File: config.mk
export PLATFORM = sky130hd
export DESIGN_NAME = seg7_scan_driver
export DESIGN_NICKNAME = d
export VERILOG_FILES = /design/src/rtl/seg7_scan_driver.sv
export SDC_FILE = /design/constraint.sdc
export NUM_CORES = 1
export LEC_CHECK = 0
export ABC_AREA = 1
export BUFFER_PORTS_ARGS = -buffer_cell sky130_fd_sc_hd__buf_4
export CAP_MARGIN = 20
export CELL_PAD_IN_SITES_DETAIL_PLACEMENT = 0
export CELL_PAD_IN_SITES_GLOBAL_PLACEMENT = 1
export CORE_MARGIN = 4
export CORE_UTILIZATION = 34
export DETAILED_ROUTE_END_ITERATION = 8
export GPL_ROUTABILITY_DRIVEN = 0
export PLACE_DENSITY = 0.71
export SLEW_MARGIN = 0
export SYNTH_ARGS = -nofsm -noshare
export SYNTH_HDL_FRONTEND = slang
export SYNTH_SLANG_ARGS = --single-unit
export TNS_END_PERCENT = 30
File: constraint.sdc
create_clock -name clk -period 1.9 [get_ports clk]
set_clock_uncertainty 0.05 [all_clocks]
set_input_delay 0.095 -clock clk [delete_from_list [all_inputs] [get_ports clk]]
set_output_delay 0.095 -clock clk [all_outputs]
set_load 0.02 [all_outputs]
File: src/rtl/seg7_scan_driver.sv
// Multiplexed 4-digit common-anode 7-segment scan driver with per-frame digit snapshot and anode guard gap.
// Optional: define SEG7_LEAD_ZERO_BLANK_EN to blank a zero in the leftmost slot.
module seg7_scan_driver #(
  parameter int SCAN_DIV = 50000,
  parameter int GUARD    = 2
) (
  input  logic       clk,
  input  logic       rst,
  input  logic       en,
  input  logic [6:0] dig0,
  input  logic [6:0] dig1,
  input  logic [6:0] dig2,
  input  logic [6:0] dig3,
  output logic [6:0] seg,
  output logic       dp,
  output logic [3:0] an
);

  localparam int CW = (SCAN_DIV > 1) ? $clog2(SCAN_DIV) : 1;
  localparam logic [CW-1:0] CNT_LAST = CW'(SCAN_DIV - 1);

  logic [CW-1:0]     cnt_q, cnt_d;
  logic [1:0]        sl_q, sl_d;
  logic [3:0][6:0]   sh_q, sh_d;
  logic [6:0]        seg_q, seg_d;
  logic              dp_q, dp_d;
  logic [3:0]        an_q, an_d;
  logic              in_guard;
  logic              cnt_wrap;

  function automatic logic [6:0] decode(input logic [6:0] v);
    logic [6:0] s;
    case (v)
      7'd0:    s = 7'h40;
      7'd1:    s = 7'h79;
      7'd2:    s = 7'h24;
      7'd3:    s = 7'h30;
      7'd4:    s = 7'h19;
      7'd5:    s = 7'h12;
      7'd6:    s = 7'h02;
      7'd7:    s = 7'h78;
      7'd8:    s = 7'h00;
      7'd9:    s = 7'h10;
      7'd10:   s = 7'h08;
      7'd11:   s = 7'h03;
      7'd12:   s = 7'h46;
      7'd13:   s = 7'h21;
      7'd14:   s = 7'h06;
      7'd15:   s = 7'h0E;
      default: s = 7'h7F;
    endcase
    return s;
  endfunction

  // GUARD==0 means no blanking gap at all.
  generate
    if (GUARD == 0) begin : g_no_guard
      assign in_guard = 1'b0;
    end else begin : g_guard
      assign in_guard = (cnt_q < CW'(GUARD));
    end
  endgenerate

  assign cnt_wrap = (cnt_q == CNT_LAST);

  always_ff @(posedge clk) begin
    if (rst) begin
      cnt_q <= '0;
      sl_q  <= '0;
      sh_q  <= '0;
      seg_q <= 7'h7F;
      dp_q  <= 1'b1;
      an_q  <= 4'hF;
    end else begin
      cnt_q <= cnt_d;
      sl_q  <= sl_d;
      sh_q  <= sh_d;
      seg_q <= seg_d;
      dp_q  <= dp_d;
      an_q  <= an_d;
    end
  end

  // Shadows track inputs while disabled; when running they only reload at frame end.
  always_comb begin
    cnt_d = cnt_q;
    sl_d  = sl_q;
    sh_d  = sh_q;
    if (!en) begin
      cnt_d = '0;
      sl_d  = '0;
      sh_d  = {dig3, dig2, dig1, dig0};
    end else begin
      if (cnt_wrap) begin
        cnt_d = '0;
        sl_d  = sl_q + 2'd1;
      end else begin
        cnt_d = cnt_q + CW'(1);
      end
      if (cnt_wrap && (sl_q == 2'd3)) begin
        sh_d = {dig3, dig2, dig1, dig0};
      end
    end
  end

  always_comb begin
    seg_d = 7'h7F;
    dp_d  = 1'b1;
    an_d  = 4'hF;
    if (en && !in_guard) begin
      an_d  = ~(4'b1000 >> sl_q);
      seg_d = decode(sh_q[sl_q]);
`ifdef SEG7_LEAD_ZERO_BLANK_EN
      if ((sl_q == 2'd0) && (sh_q[0] == 7'd0)) begin
        seg_d = 7'h7F;
      end
`else
`endif
      dp_d  = (sl_q != 2'd1);
    end
  end

  assign seg = seg_q;
  assign dp  = dp_q;
  assign an  = an_q;

endmodule

==> key figures, run 1 <==
Floorplan
  • Die span in x: 100.6 µm
  • Core Area: 8299 µm²
  • Ports: 43
  • Die Y: 100.6 µm
  • Initial Util: 35.16%
  • Die Area: 10130 µm²
  • Cell Rows: 33

Global route
  • Met1 Use GR: 17.83%
  • Met3 Usage GRT: 3.668%
  • GR Layer Usage met2: 24.61%
  • GR peak layer: met2
  • Initial antenna violation count: 0
  • All-Layer GR Usage: 14.61%
  • Vias in the first global route: 2653
  • Pin count of the biggest net entering global routing: 57
  • First-pass GRT wire length: 11880 µm
  • Grt ovf: 0

Detailed routing
  • DR iter-0 viols: 85
  • Post-DRT Antenna Nets: 0
  • Iteration count of the initial detailed-routing pass: 4
  • Via count: 2754
  • Drc violations: 0
  • Vias per inst: 4.493
  • Routed len/inst: 11.15 µm
  • Final WL: 6838 µm

Clock network
  • H-tree depth: 3
  • Root Buffer: clkbuf_8
  • TritonCTS clock tree: yes
  • Clk slew on worst S/H paths: 0.06 ns
  • Worst-skew pair later-pin latency: 0.34 ns
  • TritonCTS Buffers: 9
  • Sink Count: 57
  • CTS Buffer Depth: 2

Power
  • Total Power: 0.002708 W
  • LEAKAGE: 1.708 nW
  • Pwr Density: 716.7 nW/µm²
  • VDD IR-drop max: 0.0004477 V

Synthesis
  • Simple logic cell fraction of the synthesized area: 35.03%
  • Most frequent cell after synthesis: nand2_1
  • Post-Syn Area: 2918 µm²
  • Asr flop ratio synth: 0%
  • Netlist cell types: 22
  • Sequential fraction of the synthesis area: 39.11%
  • Post-Synth XOR/XNOR Area: 0.9005%
  • Synth top cells by count: 97 x nand2_1, 70 x nand3_1, 58 x inv_1
  • Ranking of synthesized cells by area: dfxtp_1 39%, nand2_1 12%, nand3_1 12%
  • Mapped Nets: 478
  • Post-synth top flop: dfxtp_1
  • Yosys warns: 0
  • Mean Syn Cell Area: 6.692 µm²
  • Synthesis-stage register bit count: 57
  • Synth top area share: 39.11%
  • Post-synthesis mux area share: 0%
  • Number of cells produced by synthesis: 436
  • Area leader, netlist: dfxtp_1
  • Post-synthesis compound-gate area fraction: 8.062%
  • EDFF count, synth: 0
  • Synth Area in Adders: 4.717%
  • Main combinational cell family by area after synthesis: simple AND/OR/NAND/NOR gates

STA
  • Hold Vio Cnt, Final: 0
  • Max Slew Vio Count: 0
  • # setup viols final: 0
  • Crit share post-route: 87.67%
  • Worst setup margin: 0.2343 ns
  • Hold slack: 0.04123 ns
  • Crit path time final: 1.666 ns
  • Worst-Margin Slew: 0.4496 ns
  • Max frequency: 0.6003 GHz
  • Setup tns final: 0 ns
  • Relative slew slack: 70.03%
  • Unrepaired setup endpoints after global routing: no

Place
  • Worst slack at placement: 0.1584 ns
  • Post-DP HPWL: 4783 µm
  • Port bufs: 42

Worst setup path
  • Req. time, crit path: 2.05 ns
  • Crit Path Category: reg -> reg
  • Crit path cell chain: inv_1, nand3_1, nand2_2, inv_1, ha_1, nand3_1, nand2_1, nand2_1, nand3_1
  • Critical path's slowest cell: dfxtp_1
  • CP endpoint kind: flop
  • Crit-path most repeated cell: nand3_1
  • CP arrival: 1.81 ns
  • Startpoint Class: flop
  • CP top delay family: simple AND/OR/NAND/NOR gates
  • Worst Path Buf+Inv: 2
  • Largest stage delay, worst path: 0.35 ns
  • CP max FO: 8

Final layout
  • Share of cells above drive strength 1: 14.37%
  • Filler instances: 869
  • # diodes: 0
  • Layout area overhead: 29.50%
  • Number of nets in the layout: 546

Run status
  • Outcome: completed

Job
  • Max Cap Viol: 0

Hold path
  • Class of the worst hold path: in -> reg
power by group:
group	total [W]	switching (W)	leakage, nW	internal (W)
clock	0.00113	0.000468	0.102	0.000666
combinational	0.000314	0.000158	1.14	0.000155
sequential	0.00126	0.0000216	0.467	0.00124
total	0.00271	0.000647	1.71	0.00206
placed cells by master (no fill, tap or decap), drive strengths merged:
master and n:
ha 11, clkbuf 12, or2 2, dfxtp 57
o21ai 8, nor3b 1, nand4 4, nor2 57
bufinv 1, clkinv 2, nor3 6, nand3 71
xor2 3, inv 59, a21oi 39, dlygate4sd3 28
nand2 98, buf 49
metal layers:
layer | share of wire (%) | wire length (µm)
met1 | 47 | 3237
met3 | 4.0 | 276
met2 | 47 | 3223
met5 | 0 | 0
met4 | 1.5 | 100
what timing repair did:
action                                  in CTS  in global routing
gates resized for setup                      0                  4
endpoints found under the hold margin       28                  0
setup buffers                                0                  0
hold buffers                                28                  0
endpoints found under the setup margin       0                  4
cell type report:
cell class,instances,area (µm²),area share [%]
inverters,59,221.5,5.861
repair buffers,77,660.6,17.48
clock inverters,3,40.04,1.060
clock buffers,12,155.1,4.106
well taps,105,131.4,3.477
multi-input cells,300,1429,37.81
flip-flops and latches,57,1141,30.20
worst register-to-register path, cell delays in order (launching register included):
cell and delay [ns]:
dfxtp_1 0.35, inv_1 0.21, nand3_1 0.13, nand2_2 0.15, inv_1 0.09, ha_1 0.24, nand3_1 0.10, nand2_1 0.06
nand2_1 0.05, nand3_1 0.08
stage by stage:
stage	util [%]	cells	cell area (µm²)
final	45.53	613	3779
after global routing	45.53	613	3779
after CTS	45.44	613	3771
after detailed placement	39.71	570	3296
after global placement	39.71	570	3296
after floorplan	-	436	2918
registers in the layout, indices dropped and copies added, names as in the netlist:
register,flops
sh_q,28
cnt_q,16
seg,7
an,3
sl_q,2
dp,1
logic make-up (layout without fill, tap and decap cells):
logic type,count (synthesis),in the layout
and+or+nand+nor,239,239
buffers and inverters,79,151
DFF,57,57
AOI/OAI and AO/OA,47,47
adders and majority gates,11,11
xor gates and xnor gates,3,3
worst paths after layout:
check,startpoint,to,slack (ns),depth (start not counted)
worst max-delay path,sl_q[1],seg[0],0.23,9
worst max register to register,sl_q[1],seg[0],0.23,9
worst min-delay path,en,sh_q[25],0.04,3
worst min register to register,cnt_q[0],cnt_q[0],0.40,1
(Power assumes the default switching activity.)
==> inputs of run 2 (changes only) <==
==> constraint.sdc (replaced) <==
create_clock -name clk -period 1.9 [get_ports clk]
set_clock_uncertainty 0.05 [all_clocks]
set_input_delay 0.38 -clock clk [delete_from_list [all_inputs] [get_ports clk]]
set_output_delay 0.38 -clock clk [all_outputs]
set_load 0.02 [all_outputs]
==> key figures, run 2 (synthesized netlist as in run 1, its figures left out) <==
Final layout
  • Filler instances: 901 (+3.7%)
  • Top reg by flops: sh_q
  • Layout area overhead: 17.97%
  • # diodes: 0 (unchanged)
  • Number of flip-flops in the largest register: 28 (unchanged)
  • Area of the multi-input gates: 1424 µm² (-0.35%)
  • Count of non-filler cells in the finished layout: 584 (-4.7%)
  • Number of nets in the layout: 518 (-5.1%)
  • Most frequent cells in the layout: 96 x nand2_1, 70 x nand3_1, 57 x inv_1, 57 x dfxtp_1, 56 x nor2_1
  • Register area: 1141 µm² (unchanged)
  • Design area: 3442 µm² (-8.9%)
  • Commonest non-fill, non-tap cell in the layout: nand2_1
  • Share of cells above drive strength 1: 13.99% (-0.38 points)

Worst setup path
  • Crit path cell chain: inv_1, nand2_1, nand3_1, nand2_1, inv_1, ha_1, inv_1, o21ai_0, nand2_1, nand3_1
  • Crit Path Category: reg -> reg
  • CP arrival: 1.86 ns (+0.05 ns)
  • Worst Path Buf+Inv: 3 (+1)
  • Startpoint Class: flop
  • CP max FO: 8 (unchanged)
  • Critical path's slowest cell: dfxtp_1
  • Req. time, crit path: 2.05 ns (about the same)
  • CP top delay family: simple AND/OR/NAND/NOR gates
  • Largest stage delay, worst path: 0.39 ns (+0.04 ns)
  • CP endpoint kind: flop
  • R2r setup slk: 0.19 ns (-0.04 ns)

Global route
  • First-pass GRT wire length: 11390 µm (-4.2%)
  • Grt ovf: 0 (unchanged)
  • Vias in the first global route: 2478 (-6.6%)
  • Initial antenna violation count: 0 (unchanged)
  • All-Layer GR Usage: 14.08% (-0.53 points)
  • Pin count of the biggest net entering global routing: 57 (unchanged)

Detailed routing
  • Iteration count of the initial detailed-routing pass: 4 (unchanged)
  • DR iter-0 viols: 125 (+47%)
  • Drc violations: 0 (unchanged)
  • Via count: 2657 (-3.5%)
  • Final WL: 6718 µm (-1.8%)
  • Post-DRT Antenna Nets: 0 (unchanged)
  • Vias per inst: 4.550 (+1.3%)
  • Routed len/inst: 11.50 µm (+3.1%)

Clock network
  • CTS Buffer Depth: 2 (unchanged)
  • Sink Count: 57 (unchanged)
  • TritonCTS Buffers: 9 (unchanged)
  • Postcts setup bufs: 0 (unchanged)
  • H-tree depth: 3 (unchanged)
  • Root Buffer: clkbuf_8
  • TritonCTS clock tree: yes
  • Worst-skew pair later-pin latency: 0.33 ns (about the same)
  • Clk slew on worst S/H paths: 0.06 ns (about the same)

STA
  • Unrepaired setup endpoints after global routing: no
  • Hold Vio Cnt, Final: 0 (unchanged)
  • Crit path time final: 1.710 ns (+0.04463 ns)
  • Worst-Margin Slew: 0.5399 ns (+0.09029 ns)
  • Setup tns final: 0 ns (unchanged)
  • Max Slew Vio Count: 0 (unchanged)
  • Hold slack: 0.2083 ns (+0.1671 ns)
  • Relative slew slack: 64.01% (-6.0 points)
  • Max frequency: 0.5847 GHz (-2.6%)
  • # setup viols final: 0 (unchanged)
  • Crit share post-route: 90.02% (+2.3 points)

Floorplan
  • Ports: 43 (unchanged)
  • Die Y: 100.6 µm (unchanged)
  • Initial Util: 35.16% (unchanged)
  • Die span in x: 100.6 µm (unchanged)
  • Core Area: 8299 µm² (unchanged)
  • Die Area: 10130 µm² (unchanged)
  • Cell Rows: 33 (unchanged)

Power
  • Power share of the clock group: 37.1% (-4.7 points)
  • Switching Share: 25.35% (+1.4 points)
  • Reg power frac: 51.9% (+5.3 points)
  • LEAKAGE: 1.562 nW (-8.6%)
  • Psw: 0.0006166 W (-4.7%)
  • Power share of the combinational group: 11.1% (-0.5 points)
  • Pwr Density: 706.7 nW/µm² (-1.4%)
  • VDD IR-drop max: 0.0003142 V (-30%)
  • Total Power: 0.002433 W (-10%)
  • Int Pwr: 0.001816 W (-12%)

Place
  • Port bufs: 42 (unchanged)
  • DP Area: 3296 µm² (unchanged)
  • Post-DP HPWL: 4785 µm (about the same)
  • # placed instances: 570 (unchanged)

Hold path
  • Class of the worst hold path: in -> reg

Job
  • Max Cap Viol: 0 (unchanged)

Run status
  • Outcome: completed
-- run 2: per-stage QoR --
stage	setup WS, ns	utilization [%]
after floorplan	0.2972	-
after global placement	0.2070	39.71
after detailed placement	0.1854	39.71
after CTS	0.1792	41.44
after global routing	0.01192	41.47
final	0.1897	41.47
-- run 2: timing repair --
item | CTS | global route
resized for setup | 0 | 2
setup endpoints to repair | 0 | 1
hold buffers | 0 | 0
-- run 2: power groups by stage --
stage               clock network, W  logic [W]  registers [W]
finish                      0.000901   0.000270        0.00126
global route                0.000989   0.000313        0.00126
CTS                         0.000947   0.000272        0.00126
detailed placement                 0   0.000270        0.00129
global placement                   0   0.000272        0.00129
floorplan                          0   0.000179        0.00128
-- run 2: worst min-delay path: stages --
cell     delay (ns)
buf_4          0.08
a21oi_1        0.03
nor2_1         0.08
-- run 2: final cells by class --
cell class	count	share of cell area, %
multi-input combinational	300	41.37
clock buffer	13	4.035
sequential	57	33.15
clock inverter	1	0.1454
timing repair buffer	49	11.05
inverter	59	6.434
tap	105	3.817
-- run 2: final timing paths --
check                           startpoint        to  cells past startpoint
worst max-delay path               sl_q[0]    seg[6]                     10
worst min-delay path               dig2[4]  sh_q[18]                      3
worst max register to register     sl_q[0]    seg[6]                     10
worst min register to register    cnt_q[0]  cnt_q[0]                      1
-- run 2: per-layer routing --
layer | track usage (%) | part of all wire, % | vias to the layer above
met1 | 18.55 | 50 | 1132
met3 | 4.291 | 5.4 | 12
met5 | 0 | 0 | -
li1 | - | - | 1460
met4 | 6.010 | 1.7 | 0
met2 | 21.27 | 43 | 53
==> inputs of run 3 (changes only) <==
- CORE_MARGIN: 4 -> 10
- clock period: 1.9 -> 1.8 ns (I/O delays scaled with it)
==> key figures, run 3 (synthesized netlist as in run 1, its figures left out) <==
Run status
  • Outcome: completed

Floorplan
  • Cell Rows: 33 (unchanged)
  • Die span in x: 112.6 µm (+12%)
  • Core Area: 8299 µm² (unchanged)
  • Die Y: 112.6 µm (+12%)
  • Die Area: 12690 µm² (+25%)
  • Ports: 43 (unchanged)
  • Initial Util: 35.16% (unchanged)

STA
  • Crit path time final: 1.614 ns (-0.09664 ns)
  • Max frequency: 0.6197 GHz (+6.0%)
  • # setup viols final: 0 (unchanged)
  • Relative slew slack: 64.27% (+0.26 points)
  • Unrepaired setup endpoints after global routing: no
  • Worst-Margin Slew: 0.5360 ns (-0.003861 ns)
  • Worst setup margin: 0.1863 ns (-0.003365 ns)
  • Hold Vio Cnt, Final: 0 (unchanged)
  • Crit share post-route: 89.65% (-0.37 points)
  • Max Slew Vio Count: 0 (unchanged)

Worst setup path
  • Worst r2r src: sl_q[1]
  • CP endpoint kind: flop
  • CP startpoint: sl_q[1]
  • CP arrival: 1.74 ns (-0.12 ns)
  • Crit Path Category: reg -> reg
  • Req. time, crit path: 1.92 ns (-0.13 ns)
  • CP max FO: 7 (-1)
  • Startpoint Class: flop

Detailed routing
  • Final WL: 7095 µm (+5.6%)
  • Vias per inst: 4.560 (+0.22%)
  • Drc violations: 0 (unchanged)
  • Iteration count of the initial detailed-routing pass: 4 (unchanged)
  • Post-DRT Antenna Nets: 0 (unchanged)
  • DR iter-0 viols: 132 (+5.6%)
  • Via count: 2672 (+0.56%)
  • Routed len/inst: 12.11 µm (+5.3%)

Power
  • Total Power: 0.002558 W (+5.2%)
  • VDD IR-drop max: 0.0003679 V (+17%)
  • Pwr Density: 734.4 nW/µm² (+3.9%)
  • LEAKAGE: 1.576 nW (+0.88%)

Global route
  • First-pass GRT wire length: 12070 µm (+6.0%)
  • Vias in the first global route: 2547 (+2.8%)
  • Grt ovf: 0 (unchanged)
  • All-Layer GR Usage: 11.37% (-2.7 points)
  • Pin count of the biggest net entering global routing: 57 (unchanged)
  • Initial antenna violation count: 0 (unchanged)

Clock network
  • Root Buffer: clkbuf_8
  • Clk slew on worst S/H paths: 0.06 ns (about the same)
  • Worst-skew pair later-pin latency: 0.33 ns (about the same)
  • CTS Buffer Depth: 2 (unchanged)
  • H-tree depth: 3 (unchanged)
  • Sink Count: 57 (unchanged)
  • TritonCTS clock tree: yes
  • TritonCTS Buffers: 9 (unchanged)
  • Postcts setup bufs: 0 (unchanged)
  • Post-CTS Hold Buffers: 0 (unchanged)
  • Post-cts sizing count: 0 (unchanged)

Final layout
  • Number of nets in the layout: 520 (+0.39%)
  • Top reg by flops: sh_q
  • Commonest non-fill, non-tap cell in the layout: nand2_1
  • Share of cells above drive strength 1: 15.18% (+1.2 points)
  • Filler instances: 911 (+1.1%)
  • Design area: 3483 µm² (+1.2%)
  • Final Util: 41.97% (+0.50 points)
  • Layout area overhead: 19.38%
  • Most frequent cells in the layout: 94 x nand2_1, 70 x nand3_1, 57 x inv_1, 57 x dfxtp_1, 55 x nor2_1
  • Number of flip-flops in the largest register: 28 (unchanged)
  • # diodes: 0 (unchanged)

Job
  • Max Cap Viol: 0 (unchanged)

Place
  • Post-DP HPWL: 5120 µm (+7.0%)
  • DP Area: 3323 µm² (+0.84%)
  • Port bufs: 42 (unchanged)
  • Worst slack at placement: 0.01231 ns (-0.1731 ns)

Hold path
  • Class of the worst hold path: in -> reg
  • Worst hold start: dig1[4]
## run 3: final cells by class
class / instances / area (µm²) / area share (%)
Clock buffer: 13 / 138.9 / 3.987
Clock inverter: 1 / 5.005 / 0.1437
Inverter: 59 / 221.5 / 6.358
Multi-Input combinational cell: 300 / 1434 / 41.16
Sequential cell: 57 / 1141 / 32.76
Tap cell: 105 / 131.4 / 3.772
Timing Repair Buffer: 51 / 411.6 / 11.82
## run 3: worst max-delay path, stage by stage (launching register included)
cell and delay, ns:
dfxtp_1 0.41, inv_1 0.13, buf_4 0.17, nand3_1 0.08
nand2_1 0.08, nor2_1 0.37, nand3_1 0.16
## run 3: power by group
part           switching [W]  total [W]  internal (W)  leakage [nW]
registers          0.0000203    0.00133       0.00131         0.467
clock network       0.000454   0.000937      0.000483        0.0733
logic               0.000161   0.000291      0.000130          1.04
## run 3: routing by layer
metal,track usage (%),vias to the layer above,part of all wire [%]
met1,14.22,1146,49
met5,0,-,0
met3,4.313,11,5.5
li1,-,1465,-
met4,3.892,0,1.6
met2,17.43,50,44
## run 3: path summary, 6_finish.rpt
kind,cells after the start,to,slack [ns]
worst max-delay path,6,seg[4],0.19
worst min-delay path,3,sh_q[11],0.20
worst max register to register,6,seg[4],0.19
worst min register to register,1,cnt_q[0],0.40
## run 3: stage by stage
stage	hold slack (ns)	instances	setup TNS (ns)
floorplan	0.3675	436	0
global placement	0.3801	572	-0.004518
detailed placement	0.4012	572	0
CTS	0.1856	586	0
global route	0.1890	586	0
finish	0.2002	586	0
